File: src/rtl/song_reader_pkg.sv
// rtl/song_reader_pkg.sv - song ROM entry layout, sequencer states and entry decode
package song_pkg;

  localparam int SONG_W    = 2;
  localparam int IDX_W     = 5;

  localparam int ADV_BIT   = 15;
  localparam int NOTE_MSB  = 14;
  localparam int NOTE_LSB  = 9;
  localparam int DUR_MSB   = 8;
  localparam int DUR_LSB   = 3;
  localparam int BEATS_MSB = 14;
  localparam int BEATS_LSB = 9;

  typedef enum logic [2:0] {
    ST_IDLE,
    ST_FETCH,
    ST_ROMWAIT,
    ST_DECODE,
    ST_WAIT,
    ST_DONE
  } song_state_t;

  typedef struct packed {
    logic       is_advance;
    logic [5:0] note;
    logic [5:0] dur;
    logic [5:0] beats;
    logic [2:0] rsvd;
  } song_entry_t;

  function automatic song_entry_t decode_entry(input logic [15:0] word);
    song_entry_t e;
    e.is_advance = word[ADV_BIT];
    e.note       = word[NOTE_MSB:NOTE_LSB];
    e.dur        = word[DUR_MSB:DUR_LSB];
    e.beats      = word[BEATS_MSB:BEATS_LSB];
    e.rsvd       = word[2:0];
    return e;
  endfunction

endpackage

File: src/rtl/song_reader_voice_alloc.sv
// rtl/song_reader_voice_alloc.sv - picks the lowest free voice, else steals round-robin
module voice_alloc #(
  parameter int NUM_VOICES = 3
) (
  input  logic                  clk,
  input  logic                  reset_n,
  input  logic [NUM_VOICES-1:0] voice_busy,
  input  logic                  steal,
  output logic [NUM_VOICES-1:0] sel,
  output logic                  all_busy
);

  localparam int PTR_W = (NUM_VOICES > 1) ? $clog2(NUM_VOICES) : 1;

  logic [PTR_W-1:0]      steal_ptr;
  logic [NUM_VOICES-1:0] free_sel;
  logic [NUM_VOICES-1:0] steal_sel;
  logic                  found;

  always_comb begin
    free_sel  = '0;
    steal_sel = '0;
    found     = 1'b0;
    for (int i = 0; i < NUM_VOICES; i++) begin
      if (!found && !voice_busy[i]) begin
        free_sel[i] = 1'b1;
        found       = 1'b1;
      end
      if (steal_ptr == PTR_W'(i)) begin
        steal_sel[i] = 1'b1;
      end
    end
    all_busy = &voice_busy;
    sel      = all_busy ? steal_sel : free_sel;
  end

  // Pointer only moves when a steal is actually committed to a load.
  always_ff @(posedge clk or negedge reset_n) begin
    if (!reset_n) begin
      steal_ptr <= '0;
    end else if (steal) begin
      if (steal_ptr == PTR_W'(NUM_VOICES - 1)) begin
        steal_ptr <= '0;
      end else begin
        steal_ptr <= steal_ptr + 1'b1;
      end
    end
  end

endmodule

File: src/rtl/song_reader.sv
// rtl/song_reader.sv - song ROM sequencer feeding note voices; SONG_READER_LOOP_EN repeats songs
module song_reader #(
  parameter int NUM_VOICES = 3,
  parameter int IDX_W      = 5
) (
  input  logic                  clk,
  input  logic                  reset_n,
  input  logic                  play,
  input  logic                  restart,
  input  logic [1:0]            song_sel,
  input  logic                  beat,
  output logic [IDX_W+1:0]      rom_addr,
  input  logic [15:0]           rom_dout,
  input  logic [NUM_VOICES-1:0] voice_busy,
  output logic [NUM_VOICES-1:0] load,
  output logic [5:0]            note,
  output logic [5:0]            duration,
  output logic                  song_done
);

  import song_pkg::*;

  song_state_t           state;
  logic [1:0]            song;
  logic [IDX_W-1:0]      idx;
  logic [5:0]            beat_cnt;
  song_entry_t           ent;
  logic                  step;
  logic                  fin;
  logic                  steal;
  logic                  all_busy;
  logic [NUM_VOICES-1:0] voice_sel;
  logic                  unused_bits;

  assign ent         = decode_entry(rom_dout);
  assign unused_bits = ^ent.rsvd;

  voice_alloc #(
    .NUM_VOICES(NUM_VOICES)
  ) u_voice_alloc (
    .clk       (clk),
    .reset_n   (reset_n),
    .voice_busy(voice_busy),
    .steal     (steal),
    .sel       (voice_sel),
    .all_busy  (all_busy)
  );

  // step: move to the next entry; fin: song is over (end marker or last index consumed).
  always_comb begin
    step  = 1'b0;
    fin   = 1'b0;
    steal = 1'b0;
    if (!restart && play) begin
      case (state)
        ST_DECODE: begin
          if (!ent.is_advance) begin
            step  = 1'b1;
            steal = all_busy;
          end else if (ent.beats == 6'd0) begin
            fin = 1'b1;
          end
        end
        ST_WAIT: begin
          if (beat && beat_cnt == 6'd1) begin
            step = 1'b1;
          end
        end
        default: ;
      endcase
    end
    if (step && (&idx)) begin
      step = 1'b0;
      fin  = 1'b1;
    end
  end

  always_ff @(posedge clk or negedge reset_n) begin
    if (!reset_n) begin
      state     <= ST_IDLE;
      song      <= '0;
      idx       <= '0;
      beat_cnt  <= '0;
      rom_addr  <= '0;
      load      <= '0;
      note      <= '0;
      duration  <= '0;
      song_done <= 1'b0;
    end else begin
      load      <= '0;
      song_done <= (state == ST_DONE);
      if (restart) begin
        state     <= ST_IDLE;
        idx       <= '0;
        song_done <= 1'b0;
      end else begin
        case (state)
          ST_IDLE: begin
            song <= song_sel;
            if (play) begin
              state <= ST_FETCH;
            end
          end
          ST_FETCH: begin
            if (play) begin
              rom_addr <= {song, idx};
              state    <= ST_ROMWAIT;
            end
          end
          ST_ROMWAIT: begin
            if (play) begin
              state <= ST_DECODE;
            end
          end
          ST_DECODE: begin
            if (play) begin
              if (!ent.is_advance) begin
                note     <= ent.note;
                duration <= ent.dur;
                load     <= voice_sel;
              end else if (ent.beats != 6'd0) begin
                beat_cnt <= ent.beats;
                state    <= ST_WAIT;
              end
            end
          end
          ST_WAIT: begin
            if (play && beat && beat_cnt != 6'd1) begin
              beat_cnt <= beat_cnt - 6'd1;
            end
          end
          ST_DONE: ;
          default: state <= ST_IDLE;
        endcase

        if (fin) begin
          song_done <= 1'b1;
`ifdef SONG_READER_LOOP_EN
          idx   <= '0;
          state <= ST_FETCH;
`else
          state <= ST_DONE;
`endif
        end else if (step) begin
          idx   <= idx + 1'b1;
          state <= ST_FETCH;
        end
      end
    end
  end

endmodule

File: config.mk
export PLATFORM = sky130hd
export DESIGN_NAME = song_reader
export DESIGN_NICKNAME = d
export VERILOG_FILES = /design/src/rtl/song_reader_pkg.sv /design/src/rtl/song_reader_voice_alloc.sv /design/src/rtl/song_reader.sv
export SDC_FILE = /design/constraint.sdc
export NUM_CORES = 1
export LEC_CHECK = 0
export BUFFER_PORTS_ARGS = -buffer_cell sky130_fd_sc_hd__buf_4
export CORE_MARGIN = 1.5
export CORE_UTILIZATION = 48
export CTS_CLUSTER_DIAMETER = 150
export DETAILED_ROUTE_END_ITERATION = 8
export PLACE_DENSITY = 0.76
export SLEW_MARGIN = 20
export SYNTH_ARGS = -nofsm -noshare
export SYNTH_HDL_FRONTEND = slang
export SYNTH_HIERARCHICAL = 1
export SYNTH_SLANG_ARGS = --single-unit
File: constraint.sdc
create_clock -name clk -period 2 [get_ports clk]
set_input_delay 0.2 -clock clk [delete_from_list [all_inputs] [get_ports clk]]
set_output_delay 0.2 -clock clk [all_outputs]
set_load 0.02 [all_outputs]
==> impl_results.md <==
* Post-synth EDFFs at 0
* Slew Viols, Final at 0
* Pleak at 1.32 nW
* Port-buffer cells at 45
* Ratio of cells with drive above 1 in the final layout at 32.3%
* Yosys top cell area share at 51.0%
* Width of the die at 67.7 um
* Critical path class: reg2reg
* Rows at 23
* Status: complete, no violations
* Sequential standard cell area at 0.00103 sq mm
* Antenna Cells at 0
* Cell Area, Synth at 0.00201 sq mm
* Endpoints failing hold at 0
* # fillers at 338
* Pre-CTS setup slack at -15.1 ps
* Critical Path RT at 2220 ps
* WHS Endpoint: duration[2]
* Worst vdd ir at 0.517 mV
* Startpoint types: flop
* Clk_lat worst skew at 290 ps
* Post-Syn Instances at 202
* Flops & latches, synth at 41
* Relative max-transition margin at 66.0%
* Hold Crit Class: in2reg
* DRT iter0 DRCs at 103
* Htree depth at 2
* Net count after synthesis at 232
* YS warnings at 6
* Most frequent cell after synthesis: nand2_1
* Time the worst path needs with I/O delays and setup at 1910 ps
* Final HPWL DP at 3.07 mm
* Initial core utilization at 49.9%
* Setup_tns at 0 ps
* Worst path arrival time at 2140 ps
* Clk_skew at 3.44 ps
* Max Freq at 522 MHz
* Multi-input logic area at 937 sq um
* Vias in the first global route at 1663
* Avg WL per Cell at 13.8 um
* Initial antenna violation count at 0
* Sequential-to-total area share from yosys stat at 51.0%
* Power per Cell Area at 753 mW/mm^2
* Die ar. at 0.00459 sq mm
* Total core area at 0.00403 sq mm
* Worst slew pin tran at 510 ps
* Fin crit share at 95.7%
* Setup repair bufs after CTS at 0
* Worst Setup End Kind: flop
* CTS tree: done
* Hold_sp: rom_dout[5]
* CTS buffer count at 5
* Endpoints failing setup at 0
* Remaining antenna violation count at 0
* DRC Markers at 0
* Crit Path Max Fanout at 4
* Final worst slack at 86.0 ps
* Clk buf depth at 2
* Max-cap violation count at 0
* Async SR Flop Fraction at 100%
* Distinct cells, synth at 42
* CTS root buf: clkbuf_8
* Global router's overall resource usage at 20.8%
* Worst R2R Start: idx[0]
* Die Y at 67.7 um
* Hold path cells at 3
* Cell taking the most area after synthesis: dfrtp_1
* Register clock-pin slew on the reported worst setup and hold paths at 80 ps
* R2R cell count at 7
* Global-route wire length before repair at 7.11 mm
* Worst reg2reg setup slack at 90 ps
* Ranking of synthesized cells by area: dfrtp_1 51%, nand2_1 8.4%, mux2_2 5.0%
* Drt first pass iters at 4
* Via-to-Cell Ratio at 5.25
* # IOs at 49
* Clock sinks at 41
* Synthesized area per cell at 9.96 sq um
* Largest net degree at the start of global routing at 42
* Primary FF master, synth: dfrtp_1
* Area growth, synth to finish at 28.7%
* Final wirelength at 4.24 mm
* Critical R2R Capture: idx[3]
* Grt ovf at 0
* Vias at 1611
* RePlAce Congestion at 0.848
* Top cells by count, synth: 45 x nand2_1, 41 x dfrtp_1, 15 x nor2_1
* # nets final at 287
## report_power, final
group	switching [mW]	internal, mW	total (mW)
combinational	0.185	0.168	0.353
sequential	0.0512	0.899	0.950
clock	0.284	0.363	0.647
## registers in the layout, summed over array words and instances (netlist names)
name,cells
beat_cnt,6
duration,6
idx,5
load,3
note,6
rom_addr,7
song,2
song_done,1
state,3
u_voice_alloc/steal_ptr,2
## final cells by class
cell class	count	share of cell area [%]
clock buffers	5	2.66
clock inverters	2	1.35
inverters	6	0.870
multi-input cells	147	36.2
flip-flops and latches	41	39.7
well taps	50	2.42
repair buffers	56	16.8
## critical path, stage by stage, from the launching register on
cell and delay, ps:
dfrtp_1 390, ha_1 210, and3_1 150, ha_2 190, nor3_2 220, a32oi_4 150
or3_1 390, a21oi_2 150
## cell usage in the layout, fill, tap and decap left out, drive strengths merged, types with 3 or more instances in the layout
master  count
nor4        3
buf        55
nand2      45
a21oi       8
and2        5
mux2i       3
ha          4
clkbuf      5
or3         3
nor2       15
mux2        9
inv         6
a32oi       3
dfrtp      41
o21ai      14
nand2b      6
nor3        5
## stage by stage
stage / area [sq um] / power, mW / hold WS, ps / instances / util (%)
floorplan: 2010 / 1.14 / -95.6 / 202 / -
global placement: 2460 / 1.31 / 213 / 299 / 61.0
detailed placement: 2460 / 1.32 / 210 / 299 / 61.0
CTS: 2580 / 1.97 / 97.5 / 307 / 63.9
global route: 2590 / 2.04 / 101 / 307 / 64.3
finish: 2590 / 1.95 / 99.9 / 307 / 64.3
## kinds of logic (layout without fill, tap and decap cells)
group | count (synthesis) | after routing | share of synthesized area [%]
simple gates | 95 | 95 | 24.8
xor+xnor | 1 | 1 | 0.435
compound gates | 35 | 35 | 11.6
mux | 12 | 12 | 6.53
buf+inv | 14 | 69 | 3.23
fa+ha+maj | 4 | 4 | 2.49
flops | 41 | 41 | 51.0
## worst max path at each step
stage	start	endpoint	slack [ps]	cells after the start
after floorplan	idx[0]	idx[3]	50	7
after global placement	idx[0]	idx[3]	100	7
after detailed placement	idx[0]	idx[3]	-20	7
after CTS	idx[0]	idx[3]	70	7
after global routing	idx[0]	idx[3]	-4	7
final	idx[0]	idx[3]	90	7
## routing by layer
layer  vias to the layer above  share of wire (%)  track usage, %
met3                         9                5.8            6.00
met5                         -                  0               0
li1                        801                  -               -
met2                        40                 48            36.2
met4                         0                1.6            7.65
met1                       761                 44            24.3
## repair_timing
item                                   4_1_cts  5_1_grt
pin swaps                                    0        1
gates resized for setup                      1        4
hold buffers                                 1        0
cloned                                       0        0
endpoints found under the hold margin       41        0
setup endpoints to repair                    1        4
Note: power is estimated with default switching activity, not from simulation.
